**src/rtl/draw_scheduler.sv**
```systemverilog
// Erases the previous ball and paddles, then draws them at their new positions,
// one pixel per accepted handshake, once per frame tick.
module draw_scheduler #(
  parameter int PADDLE_W = 2,
  parameter int PADDLE_H = 20,
  parameter int BALL_SZ = 2,
  parameter logic [2:0] FG_COLOUR = 3'b111,
  parameter logic [2:0] BG_COLOUR = 3'b000
) (
  input  logic       clk,
  input  logic       reset,
  input  logic       frame_tick,
  input  logic [7:0] ball_x,
  input  logic [6:0] ball_y,
  input  logic [7:0] p1_x,
  input  logic [6:0] p1_y,
  input  logic [7:0] p2_x,
  input  logic [6:0] p2_y,
  input  logic       plot_ready,
  output logic [7:0] vga_x,
  output logic [6:0] vga_y,
  output logic [2:0] vga_colour,
  output logic       vga_plot,
  output logic       busy,
  output logic       frame_done,
  output logic [7:0] overrun_cnt
);

  typedef enum logic [2:0] {
    IDLE, ERASE_BALL, ERASE_P1, ERASE_P2,
    DRAW_P1, DRAW_P2, DRAW_BALL, DONE
  } state_t;

  localparam logic [7:0] PW = 8'(PADDLE_W);
  localparam logic [6:0] PH = 7'(PADDLE_H);
  localparam logic [7:0] BW = 8'(BALL_SZ);
  localparam logic [6:0] BH = 7'(BALL_SZ);

  state_t state, state_n;
  logic [7:0] dx;
  logic [6:0] dy;
  logic [7:0] nb_x, np1_x, np2_x, ob_x, op1_x, op2_x;
  logic [6:0] nb_y, np1_y, np2_y, ob_y, op1_y, op2_y;
  logic old_valid;

  logic [7:0] base_x, w, px;
  logic [6:0] base_y, h, py;
  logic active, erase, onscreen, step, last;

  always_comb begin
    base_x = 8'd0;
    base_y = 7'd0;
    w = 8'd1;
    h = 7'd1;
    active = 1'b1;
    erase = 1'b0;
    unique case (state)
      ERASE_BALL: begin
        base_x = ob_x; base_y = ob_y; w = BW; h = BH; erase = 1'b1;
      end
      ERASE_P1: begin
        base_x = op1_x; base_y = op1_y; w = PW; h = PH; erase = 1'b1;
      end
      ERASE_P2: begin
        base_x = op2_x; base_y = op2_y; w = PW; h = PH; erase = 1'b1;
      end
      DRAW_P1: begin
        base_x = np1_x; base_y = np1_y; w = PW; h = PH;
      end
      DRAW_P2: begin
        base_x = np2_x; base_y = np2_y; w = PW; h = PH;
      end
      DRAW_BALL: begin
        base_x = nb_x; base_y = nb_y; w = BW; h = BH;
      end
      default: active = 1'b0;
    endcase
  end

  assign px = base_x + dx;
  assign py = base_y + dy;
  assign onscreen = (px <= 8'd159) && (py <= 7'd119);
  // Off-screen pixels are skipped in one cycle without a handshake.
  assign step = active && (!onscreen || plot_ready);
  assign last = (dx == w - 8'd1) && (dy == h - 7'd1);

  assign vga_plot = active && onscreen;
  assign vga_x = active ? px : 8'd0;
  assign vga_y = active ? py : 7'd0;
  assign vga_colour = (active && !erase) ? FG_COLOUR : BG_COLOUR;
  assign busy = (state != IDLE);
  assign frame_done = (state == DONE);

  always_comb begin
    state_n = state;
    unique case (state)
      IDLE: if (frame_tick) state_n = old_valid ? ERASE_BALL : DRAW_P1;
      ERASE_BALL: if (step && last) state_n = ERASE_P1;
      ERASE_P1: if (step && last) state_n = ERASE_P2;
      ERASE_P2: if (step && last) state_n = DRAW_P1;
      DRAW_P1: if (step && last) state_n = DRAW_P2;
      DRAW_P2: if (step && last) state_n = DRAW_BALL;
      DRAW_BALL: if (step && last) state_n = DONE;
      DONE: state_n = IDLE;
      default: state_n = IDLE;
    endcase
  end

  always_ff @(posedge clk) begin
    if (reset) begin
      state <= IDLE;
      dx <= 8'd0;
      dy <= 7'd0;
      old_valid <= 1'b0;
      overrun_cnt <= 8'd0;
      nb_x <= 8'd0; nb_y <= 7'd0;
      np1_x <= 8'd0; np1_y <= 7'd0;
      np2_x <= 8'd0; np2_y <= 7'd0;
      ob_x <= 8'd0; ob_y <= 7'd0;
      op1_x <= 8'd0; op1_y <= 7'd0;
      op2_x <= 8'd0; op2_y <= 7'd0;
    end else begin
      state <= state_n;
      if (step) begin
        if (last) begin
          dx <= 8'd0;
          dy <= 7'd0;
        end else if (dx == w - 8'd1) begin
          dx <= 8'd0;
          dy <= dy + 7'd1;
        end else begin
          dx <= dx + 8'd1;
        end
      end
      if (frame_tick && state == IDLE) begin
        nb_x <= ball_x; nb_y <= ball_y;
        np1_x <= p1_x; np1_y <= p1_y;
        np2_x <= p2_x; np2_y <= p2_y;
      end
      if (frame_tick && state != IDLE && overrun_cnt != 8'hFF)
        overrun_cnt <= overrun_cnt + 8'd1;
      if (state == DONE) begin
        ob_x <= nb_x; ob_y <= nb_y;
        op1_x <= np1_x; op1_y <= np1_y;
        op2_x <= np2_x; op2_y <= np2_y;
        old_valid <= 1'b1;
      end
    end
  end

endmodule

```
**config.mk**
```make
export PLATFORM = sky130hd
export DESIGN_NAME = draw_scheduler
export DESIGN_NICKNAME = d
export VERILOG_FILES = /design/src/rtl/draw_scheduler.sv
export SDC_FILE = /design/constraint.sdc
export NUM_CORES = 1
export LEC_CHECK = 0
export ABC_AREA = 0
export ABC_CLOCK_PERIOD_IN_PS = 6200
export CAP_MARGIN = 25
export CORE_ASPECT_RATIO = 0.75
export CORE_MARGIN = 3
export CORE_UTILIZATION = 50
export CTS_BUF_LIST = sky130_fd_sc_hd__clkbuf_4
export CTS_CLUSTER_DIAMETER = 60
export DETAILED_ROUTE_END_ITERATION = 8
export PLACE_DENSITY_LB_ADDON = 0.12
export SLEW_MARGIN = 20
export SYNTH_ARGS = -nofsm -noshare
export SYNTH_HDL_FRONTEND = slang
export SYNTH_SLANG_ARGS = --single-unit
export TNS_END_PERCENT = 5
```
**constraint.sdc**
```tcl
create_clock -name clk -period 6.2 [get_ports clk]
set_input_delay 1.24 -clock clk [delete_from_list [all_inputs] [get_ports clk]]
set_output_delay 1.24 -clock clk [all_outputs]
set_load 0.01 [all_outputs]
```
==> reports/qor.txt <==
chip width -> 133 µm
crit share post-route -> 93.1%
CP endpoint kind -> primary output
critical-path cell list -> nor2b_1 > buf_4 > a221oi_1 > o21ai_0 > ha_1 > fa_1 > a211oi_1 > o21bai_1 > a21oi_1 > xnor2_1 > a22o_4 > o211a_1 > clkdlybuf4s50_1
NumNets Final -> 911
Post-synth ARST share -> 0%
Die Ht -> 102 µm
Port-buffer cells -> 77
clk_lat worst skew -> 0.52 ns
CP required -> 4.96 ns
CTS sink cnt -> 117
Num CTS Buffers -> 17
Gate Count Post-Synth -> 785
RSZ-0062 raised after global routing -> false
Worst R2R Path Depth -> 12
antenna violations before repair -> 0
via count -> 5738
Filler cells -> 1067
VDD IR max -> 0.198 mV
number of synthesized flops with an enable pin -> 0
Slew Limit Headroom -> 52.8%
Top FF cell, synth -> dfxtp_1
I/O pins -> 78
Fin. Hold Viols -> 0
Seq cells post-synth -> 117
largest net degree at the start of global routing -> 60
Tmin final -> 5.77 ns
DR pass1 iterations -> 6
global-route track usage on met3 -> 5.56%
Mean Syn Cell Area -> 7.75 µm²
vias in the first global route -> 5413
maximum buffer depth of the clock tree -> 2
FP Rows -> 34
drt wl/cell -> 15.4 µm
share of cells above drive strength 1 -> 8.34%
vias per cell -> 5.66
Setup Viol. Count Final -> 0
starting DRC count in detailed routing -> 456
ANT nets after route -> 0
placed wire-length estimate -> 11000 µm
maximum clock rate -> 173 MHz
skew final -> 0.0148 ns
grt met1 use -> 30.2%
Area Growth Syn to Fin -> 18.6%
most frequent cells in the layout -> nand2_1, a21oi_1, dfxtp_1
All-Layer GR Usage -> 23.2%
worst-path fanout max -> 16
CTS root buf -> clkbuf_4
slowest stage delay, CP -> 0.64 ns
worst-margin pin slew -> 0.707 ns
gpl congestion -> 0.886
yosys warns -> 0
Initial Utilization -> 51.8%
Leak Pwr -> 2.60 nW
max-slew violation count -> 0
PwrDens -> 313 nW/µm²
most used routing layer -> met2
H-tree depth -> 4
CTS tree -> done
Critical Path AT -> 4.53 ns
CP Launch Type -> flop
sequential-to-total area share from yosys stat -> 38.5%
global-route wire length before repair -> 25700 µm
number of setup buffers added after CTS -> 0
Worst Hold Class -> reg -> reg
fin area -> 7220 µm²
DP Area -> 6940 µm²
n_diodes -> 0
met2 Usage GRT -> 38.7%
die footprint -> 13500 µm²
leading cell type in the layout, fill and taps excluded -> nand2_1
total gr overflow -> 0
Max stage delay cell, worst path -> dfxtp_1
syn nets -> 855
Synth Cell Area -> 6090 µm²
Max Cap Viol -> 0
clock transition at the registers of the reported paths -> 0.10 ns
Distinct cells, synth -> 67
Worst Hold Path Cells -> 2
Crit Path Class -> reg -> out
DRT Wirelength -> 15600 µm
Total Negative Setup Slacks -> 0 ns
status -> finished clean
DRC viols -> 0
Placeable Area -> 11700 µm²
[per-layer routing]
layer  up-vias  part of all wire [%]
li1       2823                     -
met1      2729                    45
met2       170                    48
met3        16                   5.9
met4         0                   1.3
met5         -                     0
[cells in the mapped netlist, types with 7 or more instances]
| cell | number | area, µm² |
|---|---|---|
| nand3_1 | 8 | 40.0 |
| clkbuf_1 | 37 | 139 |
| ha_1 | 19 | 238 |
| nand2_1 | 200 | 751 |
| nor2_1 | 49 | 184 |
| inv_1 | 18 | 67.6 |
| nor3_1 | 10 | 50.1 |
| nor2b_1 | 9 | 56.3 |
| mux2_2 | 12 | 135 |
| a21oi_1 | 129 | 646 |
| xor2_1 | 7 | 61.3 |
| buf_1 | 8 | 30.0 |
| xnor2_1 | 11 | 96.3 |
| a221oi_1 | 12 | 105 |
| dfxtp_1 | 117 | 2340 |
| mux2i_1 | 15 | 150 |
| o21ai_0 | 17 | 85.1 |
[flip-flops by register name (all words and copies together), names as in the netlist]
name	flops
op1_y	7
old_valid	1
ob_x	8
op1_x	8
op2_y	7
nb_y	7
op2_x	8
np2_x	8
np1_y	7
np1_x	8
ob_y	7
state	3
np2_y	7
dy	7
nb_x	8
overrun_cnt	8
dx	8
[worst paths after layout]
kind / from / endpoint / slack, ns
max: state[2] / vga_plot / 0.43
min: op2_y[6] / op2_y[6] / 0.46
max reg2reg: state[2] / state[0] / 1.73
min reg2reg: op2_y[6] / op2_y[6] / 0.46
[cell type report]
type	instances	area [µm²]	share of cell area (%)
multi-input cells	598	3460	48.0
flip-flops and latches	117	2340	32.5
repair buffers	88	863	12.0
well taps	162	203	2.81
clock inverters	11	138	1.91
clock buffers	18	135	1.87
inverters	19	71.3	0.988
[kinds of logic (layout without fill, tap and decap cells)]
kind of cell | after synthesis | in the layout | share of synthesized area, %
fa+ha+maj | 21 | 21 | 4.56
simple gates | 318 | 318 | 22.6
xor+xnor | 18 | 18 | 2.59
compound gates | 211 | 211 | 21.8
mux | 30 | 30 | 5.37
buf+inv | 70 | 136 | 4.63
flops | 117 | 117 | 38.5
[stage by stage]
stage          utilization [%]  std cells  hold slack [ns]  total power [mW]  setup slack (ns)
4_1_cts                   61.4       1013            0.460              2.27             0.246
6_report                  61.5       1013            0.462              2.26             0.429
5_1_grt                   61.5       1013            0.487              2.39             0.225
3_5_place_dp              59.1        984            0.447              1.71             0.838
3_3_place_gp              59.0        983            0.440              1.69              1.03
2_1_floorplan                -        785            0.432              1.45              1.79
[power breakdown]
group | internal, mW | switching, mW | total [mW]
clock | 0.274 | 0.289 | 0.562
sequential | 0.815 | 0.0758 | 0.890
combinational | 0.329 | 0.476 | 0.805
[critical path: cells and delay by family (launching register included)]
family | cells | cell delay [ns]
compound gates | 7 | 1.52
xor+xnor | 1 | 0.22
fa+ha+maj | 2 | 0.68
buf+inv | 2 | 0.75
flops | 1 | 0.64
simple gates | 1 | 0.20
[repair_timing]
action / CTS / global route
hold buffers: 0 / 0
resized for setup: 0 / 2
setup endpoints to repair: 0 / 1
Note: power is estimated with default switching activity, not from simulation.
